--- src/rtl/stopwatch_pkg.sv ---
// Shared stopwatch definitions: control-state encoding and packed-BCD display format.
// The display driver imports the same package for the decimal-point position.
package stopwatch_pkg;

  typedef enum logic [1:0] {
    ST_IDLE  = 2'd0,
    ST_RUN   = 2'd1,
    ST_PAUSE = 2'd2
  } sw_state_e;

  localparam logic [3:0]  BCD_DIGIT_MAX = 4'd9;
  localparam logic [15:0] BCD_FULL      = 16'h9999;
  localparam int unsigned DP_DIGIT      = 2;

endpackage

--- src/rtl/btn_sync_edge.sv ---
// Two-flop synchronizer for an asynchronous debounced button, followed by a
// registered rising-edge detector that emits one single-cycle pulse per press.
module btn_sync_edge (
  input  logic clk,
  input  logic rst,
  input  logic btn_in,
  output logic pulse
);

  logic sync1_q, sync1_d;
  logic sync2_q, sync2_d;
  logic prev_q,  prev_d;
  logic pulse_q, pulse_d;

  always_comb begin
    sync1_d = btn_in;
    sync2_d = sync1_q;
    prev_d  = sync2_q;
    pulse_d = sync2_q & ~prev_q;
  end

  always_ff @(posedge clk) begin
    if (rst) begin
      sync1_q <= 1'b0;
      sync2_q <= 1'b0;
      prev_q  <= 1'b0;
      pulse_q <= 1'b0;
    end else begin
      sync1_q <= sync1_d;
      sync2_q <= sync2_d;
      prev_q  <= prev_d;
      pulse_q <= pulse_d;
    end
  end

  assign pulse = pulse_q;

endmodule

--- src/rtl/stopwatch_bcd_counter.sv ---
// Stopwatch core: 100 Hz prescaler, run/pause/clear control, SS.hh packed-BCD count
// and a lap freeze that holds the displayed value while the live count keeps going.
module stopwatch_bcd_counter
  import stopwatch_pkg::*;
#(
  parameter int unsigned TICK_DIV = 1000000,
  parameter bit          WRAP     = 1'b1
) (
  input  logic        clk,
  input  logic        rst,
  input  logic        btn_start_stop,
  input  logic        btn_clear,
  input  logic        btn_lap,
  output logic [15:0] bcd,
  output logic        running,
  output logic        lap_active,
  output logic        at_max
);

  localparam int unsigned PRE_W = $clog2(TICK_DIV);
  localparam logic [PRE_W-1:0] PRE_LAST = PRE_W'(TICK_DIV - 1);

  logic start_p, clear_p, lap_p;

  btn_sync_edge u_sync_start (.clk(clk), .rst(rst), .btn_in(btn_start_stop), .pulse(start_p));
  btn_sync_edge u_sync_clear (.clk(clk), .rst(rst), .btn_in(btn_clear),      .pulse(clear_p));
  btn_sync_edge u_sync_lap   (.clk(clk), .rst(rst), .btn_in(btn_lap),        .pulse(lap_p));

  sw_state_e        state_q, state_d;
  logic [PRE_W-1:0] pre_q, pre_d;
  logic [15:0]      count_q, count_d;
  logic [15:0]      lap_q, lap_d;
  logic             lap_active_q, lap_active_d;

  logic        tick;
  logic        live_max;
  logic        clear_ok;
  logic        carry;
  logic [15:0] count_inc;

  always_comb begin
    state_d      = state_q;
    pre_d        = pre_q;
    count_d      = count_q;
    lap_d        = lap_q;
    lap_active_d = lap_active_q;
    tick         = (state_q == ST_RUN) && (pre_q == PRE_LAST);
    live_max     = (count_q == BCD_FULL);
    // Clear is only honoured when stopped; in RUN it is dropped even alongside start.
    clear_ok     = clear_p && (state_q != ST_RUN);

    count_inc = count_q;
    carry     = 1'b1;
    for (int i = 0; i < 4; i++) begin
      if (carry) begin
        if (count_q[4*i +: 4] == BCD_DIGIT_MAX) begin
          count_inc[4*i +: 4] = 4'd0;
        end else begin
          count_inc[4*i +: 4] = count_q[4*i +: 4] + 4'd1;
          carry = 1'b0;
        end
      end
    end

    case (state_q)
      ST_IDLE: begin
        pre_d = '0;
        if (start_p && !clear_p) state_d = ST_RUN;
      end
      ST_RUN: begin
        pre_d = tick ? '0 : pre_q + PRE_W'(1);
        if (start_p)                          state_d = ST_PAUSE;
        else if (tick && live_max && !WRAP)   state_d = ST_PAUSE;
      end
      ST_PAUSE: begin
        if (clear_p)      state_d = ST_IDLE;
        else if (start_p) state_d = ST_RUN;
      end
      default: state_d = ST_IDLE;
    endcase

    if (tick) begin
      if (!live_max)  count_d = count_inc;
      else if (WRAP)  count_d = 16'h0000;
    end

    if (lap_p) begin
      if (lap_active_q) begin
        lap_active_d = 1'b0;
      end else if (state_q == ST_RUN) begin
        lap_d        = count_q;
        lap_active_d = 1'b1;
      end
    end

    if (clear_ok) begin
      pre_d        = '0;
      count_d      = 16'h0000;
      lap_d        = 16'h0000;
      lap_active_d = 1'b0;
    end
  end

  always_ff @(posedge clk) begin
    if (rst) begin
      state_q      <= ST_IDLE;
      pre_q        <= '0;
      count_q      <= 16'h0000;
      lap_q        <= 16'h0000;
      lap_active_q <= 1'b0;
    end else begin
      state_q      <= state_d;
      pre_q        <= pre_d;
      count_q      <= count_d;
      lap_q        <= lap_d;
      lap_active_q <= lap_active_d;
    end
  end

  assign bcd        = lap_active_q ? lap_q : count_q;
  assign running    = (state_q == ST_RUN);
  assign lap_active = lap_active_q;
  assign at_max     = (count_q == BCD_FULL);

endmodule

--- config.mk ---
export PLATFORM = sky130hd
export DESIGN_NAME = stopwatch_bcd_counter
export DESIGN_NICKNAME = d
export VERILOG_FILES = /design/src/rtl/stopwatch_pkg.sv /design/src/rtl/btn_sync_edge.sv /design/src/rtl/stopwatch_bcd_counter.sv
export SDC_FILE = /design/constraint.sdc
export NUM_CORES = 1
export LEC_CHECK = 0
export CORE_AREA = 4 4 77 151
export CTS_CLUSTER_DIAMETER = 200
export DETAILED_ROUTE_END_ITERATION = 6
export DIE_AREA = 0 0 81 155
export SLEW_MARGIN = 30
export SYNTH_ARGS = -nofsm -noshare
export SYNTH_HDL_FRONTEND = slang
export SYNTH_SLANG_ARGS = --single-unit
--- constraint.sdc ---
create_clock -name clk -period 6.56 [get_ports clk]
set_input_delay 0.656 -clock clk [delete_from_list [all_inputs] [get_ports clk]]
set_output_delay 0.656 -clock clk [all_outputs]
set_load 0.01 [all_outputs]
==> results of run 1 <==
-- metrics by stage --
stage / total power (W) / setup WS (ns)
floorplan: 0.000430 / 4.38
global placement: 0.000437 / 3.26
detailed placement: 0.000437 / 3.53
CTS: 0.000966 / 3.43
global route: 0.000982 / 3.38
finish: 0.000950 / 3.53
-- state kept, by name, indices dropped and copies added, names as in the netlist, 2 cells and up --
signal / flops
count_q: 16
state_q: 2
lap_q: 16
pre_q: 20
-- layout by cell type, fill, tap and decap left out, types with 4 or more instances in the layout --
cell | netlist | final
or3_1 | 8 | 8
inv_1 | 11 | 11
mux2_2 | 11 | 11
nor2b_1 | 14 | 14
nor3_1 | 8 | 8
clkbuf_16 | 0 | 9
nand2b_1 | 4 | 4
o21ai_0 | 21 | 21
or4_1 | 5 | 5
nand4_1 | 6 | 6
nand3_1 | 21 | 21
ha_1 | 9 | 9
nand2_1 | 75 | 75
clkdlybuf4s50_1 | 0 | 23
a21oi_1 | 38 | 38
nor2_1 | 20 | 18
dfxtp_1 | 67 | 67
-- logic make-up after synthesis --
logic type | Yosys count
muxes | 14
and+or+nand+nor | 180
AOI/OAI and AO/OA | 79
xor gates and xnor gates | 3
adders and majority gates | 9
buffers and inverters | 28
DFF | 67
-- layout make-up --
| type | instances | area (um2) |
|---|---|---|
| clock buffer | 10 | 239 |
| fill | 1145 | 6690 |
| timing repair buffer | 24 | 238 |
| multi-input combinational | 285 | 1670 |
| sequential | 67 | 1340 |
| clock inverter | 6 | 88.8 |
| inverter | 11 | 41.3 |
| tap | 137 | 171 |
-- power groups by stage --
stage	clock network, W	registers [W]	logic (W)
2_1_floorplan	0	0.000420	0.0000106
3_3_place_gp	0	0.000420	0.0000164
3_5_place_dp	0	0.000420	0.0000167
4_1_cts	0.000537	0.000411	0.0000168
5_1_grt	0.000552	0.000412	0.0000188
6_report	0.000522	0.000412	0.0000165
-- worst reg2reg max path: cells and delay by family, from the launching register on --
kind,cells,cell delay (ns)
simple gates,4,1.98
flops,1,0.37
compound gates,1,0.14
-- layer usage --
| layer | global-route usage [%] | up-vias | wire (um) |
|---|---|---|---|
| li1 | - | 1371 | - |
| met4 | 7.09 | 0 | 247 |
| met3 | 3.01 | 18 | 211 |
| met2 | 21.3 | 45 | 3820 |
| met5 | 0 | - | 0 |
| met1 | 12.6 | 1277 | 2740 |
-- worst paths after layout --
path | start | cells past startpoint | to | slack (ns)
worst min register to register | u_sync_lap.prev_q | 1 | u_sync_lap.pulse | 0.39
worst min-delay path | u_sync_lap.prev_q | 1 | u_sync_lap.pulse | 0.39
worst max register to register | pre_q[8] | 5 | count_q[2] | 4.01
worst max-delay path | count_q[8] | 5 | at_max | 3.53
==> run summary, run 1 <==
total grt overflow - 0
Critical-path top delay cell - clkdlybuf4s50_1
clock slew at reported path FFs - 0.06 ns
leakage - 1.28 nW
post-layout instance area - 3790 um2
final core occ - 36.2%
Clock power frac - 54.9%
final hold violations - 0
Max Cap Viol - 0
Die W - 81 um
CTS Buffer Depth - 2
Via Count - 2,711
Yosys Warn Count - 0
Sum Neg Setup Slack - 0 ns
total wire length - 7.01 mm
Flop pwr share - 43.3%
number of global-route vias before repair - 2,529
DIE AREA - 12,600 um2
Compound-Gate Fraction of Synth Area - 14.7%
most numerous cell in the Yosys netlist - nand2_1
CTS tree - yes
Post-Syn Instances - 380
antenna violations before repair - 0
Area Overhead vs Synth - 22.1%
mux share of post-synthesis cell area - 4.96%
critical setup path kind - register to primary output
drt via density - 5.02
Worst Path Required - 5.90 ns
number of gates resized after CTS - 0
arrival time worst endpoint - 2.37 ns
clk root buf - clkbuf_16
final cell count without fillers - 540
Max Transition Viols Final - 0
Tcrit/Tclk final - 46.1%
largest net degree at the start of global routing - 38
synthesized flop and latch total - 67
Mean Syn Cell Area - 8.17 um2
Synth Area in Simple Gates - 29.3%
CP Capture Type - primary output
sequential cell area fraction in the yosys report - 43.2%
post-synthesis net count - 394
global-route wire length before repair - 11.8 mm
RSZ-0062 raised after global routing - no
Peak Freq - 0.330 GHz
Final Wtd Congestion - 0.795
largest family of logic cells by synthesized area - simple AND/OR/NAND/NOR gates
n_diodes - 0
Die H - 155 um
Post-synth EDFFs - 0
Initial Utilization - 29.6%
CP Buf/Inv Count - 1
Rel. slew slack - 38.1%
Setup crit start kind - register
CP cell instances - ha_1, and3b_1, nand2_1, nor4_1, clkdlybuf4s50_1
Worst-Skew Late Latency - 0.33 ns
postcts setup bufs - 0
All-Layer GR Usage - 12.1%
minimum clock period - 3.03 ns
synth cell count leaders - nand2_1, dfxtp_1, a21oi_1, nand3_1, o21ai_0
ranking of synthesized cells by area - dfxtp_1, nand2_1, a21oi_1
Min-Delay Path Class - register to register
maximum fanout along the worst path - 7
HPWL after DPL - 5.06 mm
combinational share of power - 1.7%
I/O pins - 24
Core Region - 10,500 um2
share of cells above drive strength 1 - 9.43%
worst-margin pin slew - 0.928 ns
Synth Area in Adders - 3.63%
worst vdd ir - 0.120 mV
Net Sw Power - 0.000191 W
Placed Area - 3460 um2
Pint - 0.000759 W
final hold slack - 0.386 ns
cts bufs inserted - 9
Final setup viols - 0
DRC - 0
1st-iter DRT viols - 154
Net Sw Frac - 20.1%
dpl cells - 524
hold_buf cts - 0
cell family with most CP delay - simple AND/OR/NAND/NOR gates
PortBufs - 23
Avg WL per Cell - 13.0 um
Synth Cell Area - 3100 um2
ys flop type - dfxtp_1
synth unique cells - 43
DRT Pass-1 Iters - 4
Final ANT Viol Nets - 0
CTS Sinks - 67
CP max stage delay - 0.62 ns
Final #Nets - 412
status - complete, no violations
H-tree depth - 3
FP Rows - 53
pwr/cell area - 251 nW/um2
post-synth top area share - 43.2%
clock skew - 0.00467 ns
cell taking the most area after synthesis - dfxtp_1
asr flop ratio synth - 0%
Synth Area in XOR/XNOR - 0.846%
No activity file was read; power rests on OpenSTA's default activity.
==> run 2: changes to the inputs <==
- clock period: 6.56 -> 2.52 ns (I/O delays scaled with it)
==> run 2 against run 1 <==
Compared with the run above: die area stayed put; sequential cell count is the same; clock-buffer cell count shrank 1; combinational power rose to 2.9 times the previous value; wire length rose by 3.8%; critical endpoint is now count_q[14].
==> run summary, run 2 (synthesized netlist as in run 1, its figures left out) <==
pre-CTS setup slack - 0.137 ns (-3.39 ns)
RSZ-0062 raised after global routing - no
global-route wire length before repair - 12.2 mm (+3.6%)
CP cell instances - ha_1, nand4_1, nor4_4, nand4b_2, or4b_1, a21oi_1
pwr/cell area - 650 nW/um2 (+160%)
HPWL after DPL - 5.36 mm (+6.1%)
DRC - 0 (unchanged)
DRT Pass-1 Iters - 6 (+2)
Die H - 155 um (unchanged)
Worst-Skew Late Latency - 0.33 ns (about the same)
Peak Freq - 0.433 GHz
clock skew - 0.00657 ns (+0.00190 ns)
final hold slack - 0.379 ns (-0.00722 ns)
CTS tree - yes
largest registers - pre_q: 20 flops, count_q: 16 flops, lap_q: 16 flops
I/O pins - 24 (unchanged)
Rel. slew slack - 56.0% (+18 points)
Die W - 81 um (unchanged)
CP Buf/Inv Count - 0 (-1)
Core Region - 10,500 um2 (unchanged)
CP max stage delay - 0.52 ns (-0.10 ns)
Setup crit start kind - register
Critical-path top delay cell - or4b_1
Area Overhead vs Synth - 25.9%
Final ANT Viol Nets - 0 (unchanged)
most common cell after layout, fill and taps aside - nand2_1
arrival time worst endpoint - 2.57 ns (+0.20 ns)
drt via density - 4.96 (-1.2%)
cell family with most CP delay - simple AND/OR/NAND/NOR gates
CTS Sinks - 67 (unchanged)
Final Wtd Congestion - 0.814 (+2.5%)
Min-Delay Path Class - register to register
final core occ - 37.3% (+1.1 points)
max reg flops - 20 (unchanged)
Placed Area - 3550 um2 (+2.5%)
hold_buf cts - 0 (unchanged)
number of global-route vias before repair - 2,627 (+3.9%)
share of cells above drive strength 1 - 12.0% (+2.6 points)
maximum fanout along the worst path - 8 (+1)
leakage - 1.38 nW (+7.4%)
total wire length - 7.28 mm (+3.8%)
PortBufs - 23 (unchanged)
CP Capture Type - register
CTS Buffer Depth - 2 (unchanged)
Avg WL per Cell - 13.2 um (+1.4%)
Fill cells - 1,118 (-2.4%)
postcts setup bufs - 0 (unchanged)
status - complete, no violations
clk root buf - clkbuf_16
Tcrit/Tclk final - 91.7%
FP Rows - 53 (unchanged)
cts bufs inserted - 9 (unchanged)
Via Count - 2,742 (+1.1%)
worst vdd ir - 0.369 mV (+210%)
critical setup path kind - register to register
Final #Nets - 425 (+3.2%)
clock slew at reported path FFs - 0.06 ns (about the same)
n_diodes - 0 (unchanged)
Initial Utilization - 29.6% (unchanged)
Sum Neg Setup Slack - 0 ns (unchanged)
Largest Register - pre_q
H-tree depth - 3 (unchanged)
All-Layer GR Usage - 12.5% (+0.37 points)
worst-margin pin slew - 0.660 ns (-0.268 ns)
post-layout instance area - 3910 um2 (+3.1%)
total grt overflow - 0 (unchanged)
final hold violations - 0 (unchanged)
1st-iter DRT viols - 153 (-0.65%)
Final setup viols - 0 (unchanged)
Worst Path Required - 2.78 ns (-3.12 ns)
DIE AREA - 12,600 um2 (unchanged)
largest net degree at the start of global routing - 38 (unchanged)
antenna violations before repair - 0 (unchanged)
minimum clock period - 2.31 ns
final worst slack - 0.208 ns (-3.33 ns)
Max Transition Viols Final - 0 (unchanged)
Max Cap Viol - 0 (unchanged)
most frequent cells in the layout - nand2_1, dfxtp_1, a21oi_1
==> run 2: area by class of cell <==
class / count / area (um2) / area share, %
clock buffer: 9 / 225 / 5.76
inverter: 11 / 41.3 / 1.06
tap: 137 / 171 / 4.39
multi-input combinational: 285 / 1670 / 42.8
clock inverter: 7 / 116 / 2.98
timing repair buffer: 37 / 338 / 8.64
sequential: 67 / 1340 / 34.3
==> run 2: timing repair <==
action	CTS	global route
resized for setup	2	2
pin swaps	0	1
setup endpoints to repair	1	2
==> run 2: power by group <==
part,switching [W],total [W],internal (W)
Sequential,0.00000341,0.00107,0.00107
Clock,0.000459,0.00142,0.000963
Combinational,0.0000285,0.0000471,0.0000186
==> run 2: path summary, 6_finish.rpt <==
| check | from | end | slack [ns] | cells after the start |
|---|---|---|---|---|
| min reg2reg | u_sync_start.prev_q | u_sync_start.pulse | 0.38 | 1 |
| max reg2reg | pre_q[0] | count_q[14] | 0.21 | 6 |
| min | u_sync_start.prev_q | u_sync_start.pulse | 0.38 | 1 |
| max | pre_q[0] | count_q[14] | 0.21 | 6 |
==> run 2: stage by stage <==
| stage | std cells | total power [W] |
|---|---|---|
| finish | 553 | 0.00254 |
| global route | 553 | 0.00262 |
| CTS | 553 | 0.00257 |
| detailed placement | 537 | 0.00114 |
| global placement | 537 | 0.00114 |
| floorplan | 380 | 0.00112 |
==> run 2: routing by layer <==
metal,part of all wire [%],vias to the layer above,GRT usage [%],wire length (um)
met5,0,-,0,0
met4,3.5,0,7.33,255
met3,3.4,19,2.61,247
met2,55,46,23.1,4020
met1,38,1274,12.3,2760
li1,-,1403,-,-
==> run 3: changes to the inputs <==
- CAP_MARGIN: unset -> 10
==> results of run 3 <==
No change in the layout: final DEF, timing and power equal those of run 2.
